File: config.mk
export PLATFORM = sky130hd
export DESIGN_NAME = vit_ber_monitor_flat
export DESIGN_NICKNAME = d
export VERILOG_FILES = /design/src/rtl/vit_ber_pkg.sv /design/src/rtl/vit_ber_monitor_if.sv /design/src/rtl/vit_hist_fifo.sv /design/src/rtl/vit_ber_monitor.sv /design/src/flat_wrapper.sv
export SDC_FILE = /design/constraint.sdc
export NUM_CORES = 2
export LEC_CHECK = 0
export BUFFER_PORTS_ARGS = -buffer_cell sky130_fd_sc_hd__buf_2
export CAP_MARGIN = 10
export CORE_ASPECT_RATIO = 1.75
export CORE_UTILIZATION = 53
export CTS_BUF_LIST = sky130_fd_sc_hd__clkbuf_2
export DETAILED_ROUTE_END_ITERATION = 10
export GPL_ROUTABILITY_DRIVEN = 1
export PLACE_DENSITY = 0.69
export SKIP_LAST_GASP = 1
export SYNTH_ARGS = -nofsm -noshare
export SYNTH_HDL_FRONTEND = slang
export SYNTH_HIERARCHICAL = 1
export SYNTH_SLANG_ARGS = --single-unit
File: constraint.sdc
create_clock -name clk -period 5.8 [get_ports clk]
set_input_delay 0.29 -clock clk [delete_from_list [all_inputs] [get_ports clk]]
set_output_delay 0.29 -clock clk [all_outputs]
set_load 0.02 [all_outputs]
File: src/rtl/vit_ber_pkg.sv
// +----------------------------------------------------------------------------+
// | vit_ber_pkg : state encoding and helpers shared by the BER monitor files     |
// | Revision    : 1.0                                                          |
// +----------------------------------------------------------------------------+
`default_nettype none

package vit_ber_pkg;

    typedef enum logic [1:0] {
        ST_IDLE = 2'd0,
        ST_SKIP = 2'd1,
        ST_RUN  = 2'd2,
        ST_LOST = 2'd3
    } vit_ber_state_t;

    localparam logic [1:0] c_st_idle = ST_IDLE;
    localparam logic [1:0] c_st_skip = ST_SKIP;
    localparam logic [1:0] c_st_run  = ST_RUN;
    localparam logic [1:0] c_st_lost = ST_LOST;

    function automatic bit is_pow2(input int n);
        return (n > 0) && ((n & (n - 1)) == 0);
    endfunction

endpackage

`default_nettype wire

File: src/rtl/vit_ber_monitor_if.sv
// +----------------------------------------------------------------------------+
// | vit_ber_monitor_if : control, data and scoreboard bundle of the BER monitor  |
// | Revision           : 1.0                                                   |
// +----------------------------------------------------------------------------+
`default_nettype none

interface vit_ber_monitor_if #(
    parameter int CNT_W  = 32,
    parameter int SKIP_W = 16
);
    logic              start_i;
    logic              clear_i;
    logic [SKIP_W-1:0] skip_i;
    logic              ref_valid_i;
    logic              ref_i;
    logic              dut_valid_i;
    logic              dut_i;
    logic [CNT_W-1:0]  good_o;
    logic [CNT_W-1:0]  bad_o;
    logic [CNT_W-1:0]  total_o;
    logic [CNT_W-1:0]  first_bad_o;
    logic              first_bad_vld_o;
    logic [1:0]        state_o;
    logic              overflow_o;
    logic              underflow_o;
    logic              sync_lost_o;

    modport master (
        output start_i, clear_i, skip_i, ref_valid_i, ref_i, dut_valid_i, dut_i,
        input  good_o, bad_o, total_o, first_bad_o, first_bad_vld_o, state_o,
               overflow_o, underflow_o, sync_lost_o
    );

    modport slave (
        input  start_i, clear_i, skip_i, ref_valid_i, ref_i, dut_valid_i, dut_i,
        output good_o, bad_o, total_o, first_bad_o, first_bad_vld_o, state_o,
               overflow_o, underflow_o, sync_lost_o
    );
endinterface

`default_nettype wire

File: src/rtl/vit_hist_fifo.sv
// +----------------------------------------------------------------------------+
// | vit_hist_fifo : single-bit circular history buffer, combinational head read  |
// | Revision      : 1.0                                                        |
// +----------------------------------------------------------------------------+
`default_nettype none

module vit_hist_fifo #(
    parameter int DEPTH = 2048,
    localparam int AW   = $clog2(DEPTH)
) (
    input  wire logic        clk,
    input  wire logic        rst,
    input  wire logic        clr,
    input  wire logic        push,
    input  wire logic        pop,
    input  wire logic        din,
    output logic             head,
    output logic [AW:0]      fill
);
    localparam logic [AW:0] c_depth = (AW + 1)'(DEPTH);

    logic          r_mem [DEPTH];
    logic [AW-1:0] r_wr_ptr;
    logic [AW-1:0] r_rd_ptr;
    logic [AW:0]   r_fill;
    logic          w_full;
    logic          w_empty;
    logic          w_push_ok;
    logic          w_pop_ok;

    assign w_full    = (r_fill == c_depth);
    assign w_empty   = (r_fill == '0);
    assign w_pop_ok  = pop && !w_empty;
    // A full buffer still accepts a push when the same cycle frees a slot.
    assign w_push_ok = push && (!w_full || w_pop_ok);

    always_ff @(posedge clk) begin
        if (!rst || clr) begin
            r_wr_ptr <= '0;
            r_rd_ptr <= '0;
            r_fill   <= '0;
        end else begin
            if (w_push_ok) r_wr_ptr <= r_wr_ptr + AW'(1);
            if (w_pop_ok)  r_rd_ptr <= r_rd_ptr + AW'(1);
            case ({w_push_ok, w_pop_ok})
                2'b10:   r_fill <= r_fill + (AW + 1)'(1);
                2'b01:   r_fill <= r_fill - (AW + 1)'(1);
                default: r_fill <= r_fill;
            endcase
        end
    end

    always_ff @(posedge clk) begin
        if (w_push_ok) r_mem[r_wr_ptr] <= din;
    end

    assign head = r_mem[r_rd_ptr];
    assign fill = r_fill;

endmodule

`default_nettype wire

File: src/rtl/vit_ber_monitor.sv
// +----------------------------------------------------------------------------+
// | vit_ber_monitor : Viterbi chain BER scoreboard with skip and history buffer  |
// | Optional sync-loss window logic built when VIT_BER_WINDOW_EN is defined.     |
// | Revision        : 1.0                                                      |
// +----------------------------------------------------------------------------+
`default_nettype none

module vit_ber_monitor
    import vit_ber_pkg::*;
#(
    parameter int DEPTH   = 2048,
    parameter int CNT_W   = 32,
    parameter int SKIP_W  = 16,
    parameter int WIN     = 64,
    parameter int LOSS_TH = 16
) (
    input  wire logic        clk,
    input  wire logic        rst,
    vit_ber_monitor_if.slave bus
);
    localparam int          AW      = $clog2(DEPTH);
    localparam logic [AW:0] c_depth = (AW + 1)'(DEPTH);

    if (!is_pow2(DEPTH) || DEPTH < 4 || WIN < 1 || LOSS_TH < 1) begin : g_bad_cfg
        $error("vit_ber_monitor: invalid DEPTH/WIN/LOSS_TH");
    end

    logic [1:0]        r_state;
    logic [1:0]        w_state_nxt;
    logic [SKIP_W-1:0] r_skip_cnt;
    logic [CNT_W-1:0]  r_good;
    logic [CNT_W-1:0]  r_bad;
    logic [CNT_W-1:0]  r_total;
    logic [CNT_W-1:0]  r_first_bad;
    logic              r_first_bad_vld;
    logic              r_overflow;
    logic              r_underflow;

    logic              w_push_req;
    logic              w_pop_req;
    logic              w_pop;
    logic              w_head;
    logic              w_match;
    logic              w_full;
    logic              w_empty;
    logic              w_loss;
    logic [AW:0]       w_fill;

    function automatic logic [CNT_W-1:0] sat_inc(input logic [CNT_W-1:0] v);
        return (&v) ? v : v + CNT_W'(1);
    endfunction

    assign w_push_req = ((r_state == c_st_skip) || (r_state == c_st_run)) && bus.ref_valid_i;
    assign w_pop_req  = (r_state == c_st_run) && bus.dut_valid_i;
    assign w_full     = (w_fill == c_depth);
    assign w_empty    = (w_fill == '0);
    assign w_pop      = w_pop_req && !w_empty;
    assign w_match    = (w_head == bus.dut_i);

    vit_hist_fifo #(.DEPTH(DEPTH)) u_fifo (
        .clk  (clk),
        .rst  (rst),
        .clr  (bus.clear_i),
        .push (w_push_req),
        .pop  (w_pop_req),
        .din  (bus.ref_i),
        .head (w_head),
        .fill (w_fill)
    );

    always_comb begin
        w_state_nxt = r_state;
        case (r_state)
            c_st_idle: if (bus.start_i)
                           w_state_nxt = (bus.skip_i == '0) ? c_st_run : c_st_skip;
            c_st_skip: if (bus.dut_valid_i && (r_skip_cnt == SKIP_W'(1)))
                           w_state_nxt = c_st_run;
            c_st_run:  if (w_loss) w_state_nxt = c_st_lost;
            default:   w_state_nxt = r_state;
        endcase
    end

    always_ff @(posedge clk) begin
        if (!rst || bus.clear_i) begin
            r_state         <= c_st_idle;
            r_skip_cnt      <= '0;
            r_good          <= '0;
            r_bad           <= '0;
            r_total         <= '0;
            r_first_bad     <= '0;
            r_first_bad_vld <= 1'b0;
            r_overflow      <= 1'b0;
            r_underflow     <= 1'b0;
        end else begin
            r_state <= w_state_nxt;
            if ((r_state == c_st_idle) && bus.start_i)
                r_skip_cnt <= bus.skip_i;
            else if ((r_state == c_st_skip) && bus.dut_valid_i)
                r_skip_cnt <= r_skip_cnt - SKIP_W'(1);

            if (w_pop) begin
                if (w_match) r_good <= sat_inc(r_good);
                else         r_bad  <= sat_inc(r_bad);
                r_total <= sat_inc(r_total);
                // Index of the first failing compare, counted from zero.
                if (!w_match && !r_first_bad_vld) begin
                    r_first_bad     <= r_total;
                    r_first_bad_vld <= 1'b1;
                end
            end

            if (w_push_req && w_full && !w_pop_req) r_overflow  <= 1'b1;
            if (w_pop_req && w_empty)               r_underflow <= 1'b1;
        end
    end

`ifdef VIT_BER_WINDOW_EN
    localparam int               WIN_W      = $clog2(WIN + 1);
    localparam int               TH_W       = $clog2(LOSS_TH + 1);
    localparam logic [WIN_W-1:0] c_win_last = WIN_W'(WIN - 1);
    localparam logic [TH_W-1:0]  c_th_last  = TH_W'(LOSS_TH - 1);

    logic [WIN_W-1:0] r_win_cnt;
    logic [TH_W-1:0]  r_win_bad;
    logic             r_sync_lost;

    assign w_loss = w_pop && !w_match && (r_win_bad == c_th_last);

    always_ff @(posedge clk) begin
        if (!rst || bus.clear_i) begin
            r_win_cnt   <= '0;
            r_win_bad   <= '0;
            r_sync_lost <= 1'b0;
        end else if (w_pop) begin
            if (w_loss) r_sync_lost <= 1'b1;
            if (r_win_cnt == c_win_last) begin
                r_win_cnt <= '0;
                r_win_bad <= '0;
            end else begin
                r_win_cnt <= r_win_cnt + WIN_W'(1);
                if (!w_match) r_win_bad <= r_win_bad + TH_W'(1);
            end
        end
    end

    assign bus.sync_lost_o = r_sync_lost;
`else
    assign w_loss          = 1'b0;
    assign bus.sync_lost_o = 1'b0;
`endif

    assign bus.good_o          = r_good;
    assign bus.bad_o           = r_bad;
    assign bus.total_o         = r_total;
    assign bus.first_bad_o     = r_first_bad;
    assign bus.first_bad_vld_o = r_first_bad_vld;
    assign bus.state_o         = r_state;
    assign bus.overflow_o      = r_overflow;
    assign bus.underflow_o     = r_underflow;

endmodule

`default_nettype wire

File: src/flat_wrapper.sv
// flat-port wrapper written by rule: the top's interface ports become plain ports
module vit_ber_monitor_flat import vit_ber_pkg::*;
#(
    parameter int DEPTH   = 2048,
    parameter int CNT_W   = 32,
    parameter int SKIP_W  = 16,
    parameter int WIN     = 64,
    parameter int LOSS_TH = 16
)
  (clk, rst, bus_start_i, bus_clear_i, bus_skip_i, bus_ref_valid_i, bus_ref_i, bus_dut_valid_i, bus_dut_i, bus_good_o, bus_bad_o, bus_total_o, bus_first_bad_o, bus_first_bad_vld_o, bus_state_o, bus_overflow_o, bus_underflow_o, bus_sync_lost_o);
  vit_ber_monitor_if #(.CNT_W(CNT_W), .SKIP_W(SKIP_W)) bus_i ();
  input  wire logic clk;
  input  wire logic rst;
  input wire logic [$bits(bus_i.start_i)-1:0] bus_start_i;
  input wire logic [$bits(bus_i.clear_i)-1:0] bus_clear_i;
  input wire logic [$bits(bus_i.skip_i)-1:0] bus_skip_i;
  input wire logic [$bits(bus_i.ref_valid_i)-1:0] bus_ref_valid_i;
  input wire logic [$bits(bus_i.ref_i)-1:0] bus_ref_i;
  input wire logic [$bits(bus_i.dut_valid_i)-1:0] bus_dut_valid_i;
  input wire logic [$bits(bus_i.dut_i)-1:0] bus_dut_i;
  output wire logic [$bits(bus_i.good_o)-1:0] bus_good_o;
  output wire logic [$bits(bus_i.bad_o)-1:0] bus_bad_o;
  output wire logic [$bits(bus_i.total_o)-1:0] bus_total_o;
  output wire logic [$bits(bus_i.first_bad_o)-1:0] bus_first_bad_o;
  output wire logic [$bits(bus_i.first_bad_vld_o)-1:0] bus_first_bad_vld_o;
  output wire logic [$bits(bus_i.state_o)-1:0] bus_state_o;
  output wire logic [$bits(bus_i.overflow_o)-1:0] bus_overflow_o;
  output wire logic [$bits(bus_i.underflow_o)-1:0] bus_underflow_o;
  output wire logic [$bits(bus_i.sync_lost_o)-1:0] bus_sync_lost_o;
  assign bus_i.start_i = bus_start_i;
  assign bus_i.clear_i = bus_clear_i;
  assign bus_i.skip_i = bus_skip_i;
  assign bus_i.ref_valid_i = bus_ref_valid_i;
  assign bus_i.ref_i = bus_ref_i;
  assign bus_i.dut_valid_i = bus_dut_valid_i;
  assign bus_i.dut_i = bus_dut_i;
  assign bus_good_o = bus_i.good_o;
  assign bus_bad_o = bus_i.bad_o;
  assign bus_total_o = bus_i.total_o;
  assign bus_first_bad_o = bus_i.first_bad_o;
  assign bus_first_bad_vld_o = bus_i.first_bad_vld_o;
  assign bus_state_o = bus_i.state_o;
  assign bus_overflow_o = bus_i.overflow_o;
  assign bus_underflow_o = bus_i.underflow_o;
  assign bus_sync_lost_o = bus_i.sync_lost_o;
  vit_ber_monitor #(.DEPTH(DEPTH), .CNT_W(CNT_W), .SKIP_W(SKIP_W), .WIN(WIN), .LOSS_TH(LOSS_TH)) u_core (.clk(clk), .rst(rst), .bus(bus_i));
endmodule
==> out/results.ini <==
[status]
status=completed

[final_layout]
synthToLayoutAreaGrowth_pct=9.04
final_common_cell=nor2_1
nNetsFinal=7478
final_cell_count_no_fill=10200
most-common-layout-cells=2183 x nor2_1, 2048 x edfxtp_1, 673 x clkbuf_2
drive_gt1_frac=0.214

[sta]
final.min_clock_period_ns=5.63
slew_headroom=0.195
final_max_slew_viol_count=0
setup_viol=0
worst_pin_slew_ns=1.21
fmax_mhz=178
fin_setup_tns_ns=0
fin_crit_sh=0.970
hold_violations=0
rsz0062_at_grt=false
fin_skew_ns=0.147

[power_and_ir_drop]
power_uw=27300
total_leakage_power_uw=0.0319
p_per_area_mw_per_mm2=259
vdd_ir_drop_max_mv=0.144

[clock_network]
cts_setup_buffers=0
clk_latency_ns=1.68
root_buffer=clkbuf_2
cts_made_buffers=468
cts_tree=yes
clock_path_buffers=4
path_clk_slew_ns=0.14
numClockSinks=2242
htreeDepth=5

[drt]
initialDrtViolationCount=7840
postRouteAntennaNets=0
avgRoutedWirePerCell_um=27.1
vias_per_cell=6.27
firstDrtPassIters=8
drt-total-wl_um=276000
vias=63900
drc=0

[hold_path]
hold_class=primary input to flip-flop

[placed_design]
dp_hpwl_um=148000
place.gp.congestion=0.866
io_buffers=156
place_inst=9273

[synthesis]
synth-seq-area-share=0.676
synth_cell_type_count=77
yosys.area.top_type=edfxtp_1
synth_nets=7227
synth_area_per_cell_um2=13.5
synth_area_leaders=edfxtp_1 64%, mux4_2 12%, nor2_1 8.5%, dfxtp_1 4.0%, clkbuf_1 2.0%
synth_edf_count=2048
syn_inst=7179
synth-warning-count=6
async_flop_share=0
ys.flop_type=edfxtp_1
synth_seq_cells=2242
synth_area_mm2=0.0968
synth_top_area_frac=0.636

[worst_setup_path]
end_kind=flip-flop
crit_buf_inv=4
crit_family=multiplexers
critical_path.max_fanout=40
path_cells=buf_12, mux4_2, mux2_2, o22ai_1, nand2_1, nand3_1, nand4_1, mux4_2, a32o_1, buf_4, or3_1, xor2_1, buf_4, or3_1, buf_4, nor4_1, mux2i_1
slowest_stage=mux4_2
cp-start-kind=flip-flop
max_stage_delay_ns=0.62
crit_arrival_ns=7.15
path_common_cell=buf_4
critPathKind=flip-flop to flip-flop
worst-endpoint-required_ns=7.33

[global_routing]
grt_pass1_vias=63700
overflow=0
grt_util_all_layers=0.296
grt_pass1_wl_um=402000
antenna_found_initial=11
grt_max_degree=288

[die]
dieWidth_um=325
std_cell_rows=207
core_mm2=0.182
initial_core_util=0.533
dieArea_mm2=0.184
ioPinCount=158
chipHeight_um=567

[run]
max_cap_violations=0

-- sequential cells by signal (all words and copies together) (netlist names), named ones only --
signal	cells
u_core/bus.bad_o	32
u_core/bus.overflow_o	1
u_core/u_fifo/r_wr_ptr	11
u_core/bus.total_o	32
u_core/bus.first_bad_vld_o	1
u_core/bus.first_bad_o	32
u_core/bus.good_o	32
u_core/bus.state_o	2
u_core/u_fifo/r_mem	2048
u_core/bus.underflow_o	1
u_core/r_skip_cnt	16
u_core/u_fifo/fill	12
u_core/u_fifo/r_rd_ptr	11
-- worst min-delay path: stages --
cell and delay [ns]:
dlygate4sd3_1 0.56, buf_2 0.17, nand2_1 0.14, o21ai_0 0.10, nand2_1 0.07, a21oi_1 0.06
dlygate4sd3_1 0.54
-- power breakdown --
part | internal, uW | switching [uW]
registers | 17600 | 8.67
clock network | 3290 | 5970
logic | 97.7 | 320
-- kinds of logic (layout without fill, tap and decap cells) --
logic type,after synthesis,after routing,share of synthesized area
flip-flops,2242,2242,0.676
AO/OA/AOI/OAI,520,520,0.0327
AND/OR/NAND/NOR,3108,3108,0.131
adder cells (fa/ha/maj),24,24,0.00318
other,1,11,0.0000388
multiplexers,555,555,0.124
XOR/XNOR,42,42,0.00380
buffers and inverters,687,1290,0.0293
-- final timing paths --
kind | slack, ns | end | depth (start not counted) | start
setup reg to reg | 0.17 | u_core/bus.good_o[20]$_SDFFE_PP0P_ | 17 | flip-flop
hold / removal | 0.29 | u_core/r_skip_cnt[1]$_SDFFE_PP0P_ | 7 | bus_dut_valid_i
hold reg to reg | 0.46 | u_core/bus.first_bad_o[9]$_SDFFE_PP0P_ | 2 | u_core/bus.first_bad_o[9]$_SDFFE_PP0P_
setup / recovery | 0.17 | u_core/bus.good_o[20]$_SDFFE_PP0P_ | 17 | flip-flop
-- final cells by class --
cell class / count / area, um^2
tap: 2403 / 3010
antenna: 10 / 25.0
clock buffer: 673 / 3370
clock inverter: 149 / 711
fill: 14300 / 76000
sequential: 2242 / 65400
inverter: 31 / 121
timing repair buffer: 437 / 4020
multi-input combinational: 4250 / 28900
-- per-layer routing --
| layer | wire, um | track usage |
|---|---|---|
| met1 | 91700 | 0.339 |
| met2 | 143000 | 0.526 |
| met3 | 24900 | 0.0489 |
| met4 | 16100 | 0.163 |
| met5 | 45 | 0 |
-- what timing repair did --
action,4_1_cts,5_1_grt
resized for setup,0,0
hold buffers,87,0
endpoints found under the hold margin,2242,0
-- Yosys cell counts (28+ instances only) --
cell,n
dfxtp_1,194
o22ai_1,68
buf_4,31
o21ai_0,147
or4_1,34
a21oi_1,127
nor3_1,29
mux4_2,513
mux2i_1,28
buf_1,37
nand4_1,40
o31ai_1,38
inv_1,31
nand2_1,490
clkbuf_1,520
or3_1,39
buf_2,59
a31oi_1,56
nand3_1,157
nor2_1,2187
edfxtp_1,2048
-- per-stage QoR --
stage                     setup WS [ns]   util  hold slack (ns)  area [um^2]
final                             0.174  0.581            0.288       106000
after global routing             0.0793  0.581            0.301       106000
after CTS                         0.253  0.581            0.106       105000
after detailed placement          0.282  0.553            0.445       100000
after global placement            0.375  0.553            0.439       100000
after floorplan                    1.55      -            0.389        96800
Power figures use the tool's default switching activity.
